`config.mk`:
```
export PLATFORM = sky130hd
export DESIGN_NAME = ecc_scrub_writeback
export DESIGN_NICKNAME = d
export VERILOG_FILES = /design/src/rtl/ecc_scrub_writeback.sv
export SDC_FILE = /design/constraint.sdc
export NUM_CORES = 2
export LEC_CHECK = 0
export CORE_AREA = 4 4 450 452
export CTS_BUF_LIST = sky130_fd_sc_hd__clkbuf_16
export CTS_CLUSTER_DIAMETER = 120
export CTS_CLUSTER_SIZE = 24
export DETAILED_ROUTE_END_ITERATION = 10
export DIE_AREA = 0 0 454 456
export PLACE_DENSITY = 0.73
export SYNTH_ARGS = -nofsm -noshare
export SYNTH_HDL_FRONTEND = slang
export SYNTH_SLANG_ARGS = --single-unit
```
`constraint.sdc`:
```
create_clock -name clk -period 34.6 [get_ports clk]
set_input_delay 3.46 -clock clk [delete_from_list [all_inputs] [get_ports clk]]
set_output_delay 3.46 -clock clk [all_outputs]
set_load 0.02 [all_outputs]
```
`src/rtl/ecc_scrub_writeback.sv`:
```
// ---------------------------------------------------------------------------
// ecc_scrub_writeback
//
// Sits behind the 512-bit Hamming SECDED checker on the L2 data read path.
// Every single-bit-corrected line is queued for a scrub write of the
// corrected 523-bit coded line back to the data SRAM. The first
// uncorrectable error is logged with its line address and raises an
// interrupt. Saturating statistics count both event classes.
//
// Ports:
//   clk, reset            clock; asynchronous active-low reset
//   chk_valid             checker outputs valid this cycle
//   chk_addr              line address of the checked line
//   chk_error             checker saw at least one error
//   chk_corrected         checker corrected the error
//   chk_word_hamming      corrected coded line (523 bits)
//   scrub_full            registered: scrub queue holds DEPTH entries
//   scrub_wb_valid/ready  scrub write request handshake to the SRAM arbiter
//   scrub_wb_addr/data    head-of-queue scrub write address and data
//   err_irq               uncorrectable-error interrupt
//   err_log_addr          address of the logged uncorrectable error
//   err_overflow          more uncorrectable errors arrived while logged
//   err_irq_clear         software acknowledge of err_irq
//   scrub_dropped         sticky: a correctable event was lost (queue full)
//   corrected_count       saturating corrected-event counter
//   uncorrectable_count   saturating uncorrectable-event counter
//   count_clear           zero both counters and scrub_dropped
//   err_state             debug view of the error-log FSM state (1 = LOGGED)
// ---------------------------------------------------------------------------
module ecc_scrub_writeback #(
    parameter int SCRUB_FIFO_DEPTH = 4,
    parameter int ADDR_WIDTH       = 26,
    parameter int COUNT_WIDTH      = 16
) (
    input  logic                   clk,
    input  logic                   reset,
    input  logic                   chk_valid,
    input  logic [ADDR_WIDTH-1:0]  chk_addr,
    input  logic                   chk_error,
    input  logic                   chk_corrected,
    input  logic [522:0]           chk_word_hamming,
    output logic                   scrub_full,
    output logic                   scrub_wb_valid,
    output logic [ADDR_WIDTH-1:0]  scrub_wb_addr,
    output logic [522:0]           scrub_wb_data,
    input  logic                   scrub_wb_ready,
    output logic                   err_irq,
    output logic [ADDR_WIDTH-1:0]  err_log_addr,
    output logic                   err_overflow,
    input  logic                   err_irq_clear,
    output logic                   scrub_dropped,
    output logic [COUNT_WIDTH-1:0] corrected_count,
    output logic [COUNT_WIDTH-1:0] uncorrectable_count,
    input  logic                   count_clear,
    output logic                   err_state
);

    localparam int DATA_WIDTH = 523;
    localparam int PTR_W      = $clog2(SCRUB_FIFO_DEPTH);
    localparam int CNT_W      = PTR_W + 1;
    localparam logic [CNT_W-1:0] DEPTH_CNT = CNT_W'(SCRUB_FIFO_DEPTH);

    localparam logic [0:0] ST_IDLE   = 1'b0;
    localparam logic [0:0] ST_LOGGED = 1'b1;

    // ---------------------------------------------------------------------
    // Event decode
    // ---------------------------------------------------------------------
    logic corr_event;
    logic unc_event;

    assign corr_event = chk_valid && chk_error && chk_corrected;
    assign unc_event  = chk_valid && chk_error && !chk_corrected;

    // ---------------------------------------------------------------------
    // Scrub FIFO
    //
    // Handshake: scrub_wb_valid is high whenever the queue is non-empty and
    // the head entry (scrub_wb_addr/data) is held stable until the cycle in
    // which scrub_wb_valid && scrub_wb_ready; that cycle pops the entry.
    // valid never depends combinationally on ready or on the checker inputs.
    // ---------------------------------------------------------------------
    logic [ADDR_WIDTH-1:0] fifo_addr [SCRUB_FIFO_DEPTH];
    logic [DATA_WIDTH-1:0] fifo_data [SCRUB_FIFO_DEPTH];
    logic [PTR_W-1:0]      wr_ptr;
    logic [PTR_W-1:0]      rd_ptr;
    logic [CNT_W-1:0]      occupancy;
    logic [CNT_W-1:0]      occ_next;
    logic                  push;
    logic                  pop;
    logic                  drop;

    // Push is gated by the registered full flag, so a same-cycle pop never
    // frees a slot for the incoming line.
    assign push = corr_event && !scrub_full;
    assign drop = corr_event && scrub_full;
    assign pop  = scrub_wb_valid && scrub_wb_ready;

    always_comb begin
        occ_next = occupancy;
        if (push && !pop) begin
            occ_next = occupancy + CNT_W'(1);
        end else if (pop && !push) begin
            occ_next = occupancy - CNT_W'(1);
        end
    end

    always_ff @(posedge clk or negedge reset) begin
        if (!reset) begin
            wr_ptr     <= '0;
            rd_ptr     <= '0;
            occupancy  <= '0;
            scrub_full <= 1'b0;
        end else begin
            if (push) begin
                wr_ptr <= wr_ptr + PTR_W'(1);
            end
            if (pop) begin
                rd_ptr <= rd_ptr + PTR_W'(1);
            end
            occupancy  <= occ_next;
            scrub_full <= (occ_next == DEPTH_CNT);
        end
    end

    // Storage is not reset; reset empties the queue through the pointers.
    always_ff @(posedge clk) begin
        if (push) begin
            fifo_addr[wr_ptr] <= chk_addr;
            fifo_data[wr_ptr] <= chk_word_hamming;
        end
    end

    // Head entry is masked while empty so the outputs read zero out of reset.
    assign scrub_wb_valid = (occupancy != '0);
    assign scrub_wb_addr  = scrub_wb_valid ? fifo_addr[rd_ptr] : '0;
    assign scrub_wb_data  = scrub_wb_valid ? fifo_data[rd_ptr] : '0;

    // ---------------------------------------------------------------------
    // Error-log FSM: IDLE -> LOGGED on an uncorrectable event
    // ---------------------------------------------------------------------
    logic [0:0] state;

    always_ff @(posedge clk or negedge reset) begin
        if (!reset) begin
            state        <= ST_IDLE;
            err_log_addr <= '0;
            err_overflow <= 1'b0;
        end else begin
            case (state)
                ST_IDLE: begin
                    if (unc_event) begin
                        state        <= ST_LOGGED;
                        err_log_addr <= chk_addr;
                        err_overflow <= 1'b0;
                    end
                end
                ST_LOGGED: begin
                    if (err_irq_clear && unc_event) begin
                        // Acknowledge and a fresh error together: re-arm on
                        // the new error rather than losing it.
                        err_log_addr <= chk_addr;
                        err_overflow <= 1'b0;
                    end else if (err_irq_clear) begin
                        state        <= ST_IDLE;
                        err_overflow <= 1'b0;
                    end else if (unc_event) begin
                        err_overflow <= 1'b1;
                    end
                end
                default: begin
                    state <= ST_IDLE;
                end
            endcase
        end
    end

    assign err_irq   = (state == ST_LOGGED);
    assign err_state = state;

    // ---------------------------------------------------------------------
    // Statistics
    // ---------------------------------------------------------------------
    always_ff @(posedge clk or negedge reset) begin
        if (!reset) begin
            corrected_count     <= '0;
            uncorrectable_count <= '0;
            scrub_dropped       <= 1'b0;
        end else begin
            if (count_clear) begin
                corrected_count <= '0;
            end else if (corr_event && !(&corrected_count)) begin
                corrected_count <= corrected_count + COUNT_WIDTH'(1);
            end

            if (count_clear) begin
                uncorrectable_count <= '0;
            end else if (unc_event && !(&uncorrectable_count)) begin
                uncorrectable_count <= uncorrectable_count + COUNT_WIDTH'(1);
            end

            // A drop in the clearing cycle must stay visible.
            if (drop) begin
                scrub_dropped <= 1'b1;
            end else if (count_clear) begin
                scrub_dropped <= 1'b0;
            end
        end
    end

endmodule
```
==> summary.md <==
| Metric | Value |
|---|---|
| Status | finished, final reports clean |
| RSZ-0062 raised after global routing | false |
| Post-place setup slack | about 26 ns |
| Post-route clock period utilization | 27.27% |
| Setup Total Neg Slack | 0 ns |
| Post-CTS Hold Buffers | 0 |
| Num CTS Buffers | about 110 |
| Async SR Flop Fraction | 3.046% |
| Avg Synthesized Cell Area | 22.63 µm² |
| First DRT Iteration DRCs | 3700 |
| Clk sinks | 2265 |
| DR vias | about 42000 |
| Max Slew Vio Count | 0 |
| Setup crit end kind | primary output |
| Setup bufs post-CTS | 0 |
| GRT Util Overall | 20.36% |
| Vias in the first global route | 43160 |
| Final design area excluding fillers | between 100000 and 150000 µm² |
| Placed insts | 7477 |
| Worst skew pair latency | 0.77 ns |
| Largest net degree at the start of global routing | roughly 200 |
| Sequential area share after synthesis | 78.74% |
| Hold Startpoint | err_log_addr[22] |
| Clock power share | 17.4% |
| RR Endpoint | fifo_data[0][456] |
| Worst-Margin Slew | approximately 1.2 ns |
| Worst r2r src | scrub_full |
| Hold Path Cell Cnt | 1 |
| Layout Cells excl Fill | 7688 |
| Root buffer cell | clkbuf_16 |
| Setup ws final | approximately 25 ns |
| Post-DP Area | 100700 µm² |
| Clock Tree Buf Depth | 3 |
| Nets | about 5500 |
| Pwr dens | 77.80 nW/µm² |
| Yosys reg bits | 2265 |
| Ratio of cells with drive above 1 in the final layout | 15.44% |
| Worst R2R Path Depth | 5 |
| CP Class | reg2out |
| Post-synth EDFFs | 2196 |
| Sw Share | 33.48% |
| Detail Route Antenna Nets | 0 |
| Hold Vio Cnt, Final | 0 |
| Hold endpoint | err_log_addr[22] |
| P_int | 5.375 mW |
| Clock transition at path regs | approximately 0.090 ns |
| H-tree depth | 3 |
| Slew headroom | 17.63% |
| Yosys Warn Count | 0 |
| Max rail drop VDD | 0.06787 mV |
| Syn Inst Count | 3797 |
| Resized cells post-CTS | 0 |
| # setup viols final | 0 |
| Reg2Reg Setup Slack | 29.88 ns |
| Global-route wire length before repair | 307900 µm |
| Synth Flop Type | edfxtp_1 |
| Netlist Area Pre-Place | 85940 µm² |
| Worst Path Max Fanout | 51 |
| Startpoint Class | register |
| Max-cap check violation count | 0 |
| Clock Skews | 0.05487 ns |
| Die extent in x | 454 µm |
| Drt pass-1 iters | 5 |
| Die area | 207000 µm² |
| Netlist cell types | 50 |
| FMAX | 106.0 MHz |
| Initial antenna violation count | 75 |
| GRT overflow | 0 |
| CTS tree | built |
| NetSw | 2.705 mW |
| CP required | 31.14 ns |
| LEAKAGE | 32.48 nW |
| IO Count | 1170 |
| Routed vias/inst | between 5 and 6 |
| Area delta synth->final | 20.84% |
| Comb pwr share | 42.5% |
| Period minus WS final | 9.437 ns |
| Die Ht | approximately 460 µm |
| DRC Markers | 0 |
| Post-Syn Nets | 4363 |
| Std cell rows | 164 |
| Initial core utilization | 43.22% |
| Final wirelength | roughly 210000 µm |
| Post-DP HPWL | between 100000 and 150000 µm |
| Tightest Hold Check Type | reg2reg |
| GP Congestion | 0.8473 |
| Crit path arrival time | 5.98 ns |
| Core Area | 198800 µm² |
| PortBufs | 1169 |
| Flop pwr share | 40.1% |
| Routed len/inst | 27.87 µm |
-- Yosys cell counts, types with 8 or more instances --
master,instances,area [µm²]
buf_1,33,123.9
ha_1,9,112.6
dfrtp_1,69,1727
nor2_1,11,41.29
mux4_2,549,12360
nand2_1,16,60.06
o21ai_0,14,70.07
o31ai_1,9,67.56
edfxtp_1,2196,65940
inv_1,12,45.04
a21oi_1,23,115.1
mux2_2,31,349.1
nand3_1,14,70.07
nor4_1,8,50.05
clkbuf_1,106,397.9
and2_1,554,3466
or3_1,11,68.82
nand4_1,12,75.07
buf_2,58,290.3
-- registers in the layout, summed over array words and instances, names as in the netlist --
register,count
fifo_data,2092
fifo_addr,104
err_log_addr,26
corrected_count,16
uncorrectable_count,16
occupancy,3
rd_ptr,2
wr_ptr,2
err_irq,1
err_overflow,1
scrub_dropped,1
scrub_full,1
-- layout by cell type, fill, tap and decap left out, types with 4 or more instances in the layout --
master	synthesis	final
nor2b_1	6	6
o21ai_0	14	14
nand3_1	14	14
nand2_1	16	16
mux4_2	549	549
diode_2	0	50
nand4_1	12	12
or4_1	7	7
clkbuf_16	0	108
inv_1	12	52
inv_6	0	4
clkdlybuf4s50_1	0	1168
edfxtp_1	2196	2196
nor4_1	8	8
buf_12	0	9
ha_1	9	9
buf_4	1	45
xnor2_1	4	4
o31ai_1	9	9
or3_1	11	11
and2_4	0	4
dfrtp_1	69	67
nor2_1	11	11
mux2_2	31	31
and2_1	554	550
a21oi_1	23	23
-- cell families after synthesis --
group | count (synthesis) | synth area share (%)
AOI/OAI and AO/OA | 66 | 0.4804
xor gates and xnor gates | 4 | 0.04076
adders and majority gates | 9 | 0.1310
buffers and inverters | 210 | 1.006
DFF | 2265 | 78.74
muxes | 583 | 14.83
and+or+nand+nor | 660 | 4.775
-- worst max-delay path, cell delays in order (launching register included) --
cell,delay [ns]
dfrtp_4,1.06
buf_4,0.78
buf_4,0.76
buf_4,0.91
mux4_2,0.66
and2_1,0.19
clkdlybuf4s50_1,0.60
-- power groups by stage --
stage                     clock [mW]  combinational, mW  sequential (mW)
after floorplan                    0               1.93             3.37
after global placement             0               3.47             3.30
after detailed placement           0               3.47             3.31
after CTS                       1.44               3.49             3.24
after global routing            1.55               3.61             3.25
final                           1.41               3.43             3.24
-- layer usage --
| layer | vias up | track usage, % | wire, µm | share of wire [%] |
|---|---|---|---|---|
| met3 | 332 | 5.625 | 17480 | 8.2 |
| met4 | 32 | 9.358 | 9180 | 4.3 |
| li1 | 17780 | - | - | - |
| met1 | 22090 | 24.87 | 78070 | 36 |
| met5 | - | 0 | 233 | 0.11 |
| met2 | 1555 | 33.76 | 109300 | 51 |
-- worst max path at each step --
stage	to	cells past startpoint	from	slack (ns)
4_1_cts	scrub_wb_data[420]	6	rd_ptr[0]	24.78
3_5_place_dp	scrub_wb_data[420]	6	rd_ptr[0]	25.70
6_report	scrub_wb_data[420]	6	rd_ptr[0]	25.16
5_1_grt	scrub_wb_data[420]	6	rd_ptr[0]	24.52
3_3_place_gp	scrub_wb_data[420]	6	rd_ptr[0]	25.71
2_1_floorplan	fifo_addr[0][0]	3	chk_corrected	17.31
-- metrics by stage --
step	util [%]	hold slack (ns)	total power, mW
floorplan	-	0.5113	5.297
CTS	52.17	0.5161	8.177
global route	52.21	0.5264	8.420
global placement	50.64	0.4891	6.767
finish	52.23	0.5143	8.080
detailed placement	50.64	0.4952	6.780
-- layout make-up --
type	count	area [µm²]
inverter	12	45.04
timing repair buffer	1222	12210
fill	15280	94980
multi-input combinational	1322	17430
clock buffer	108	2703
antenna	50	125.1
clock inverter	53	347.8
sequential	2265	67680
tap	2656	3323
Note: power is estimated with default switching activity, not from simulation.
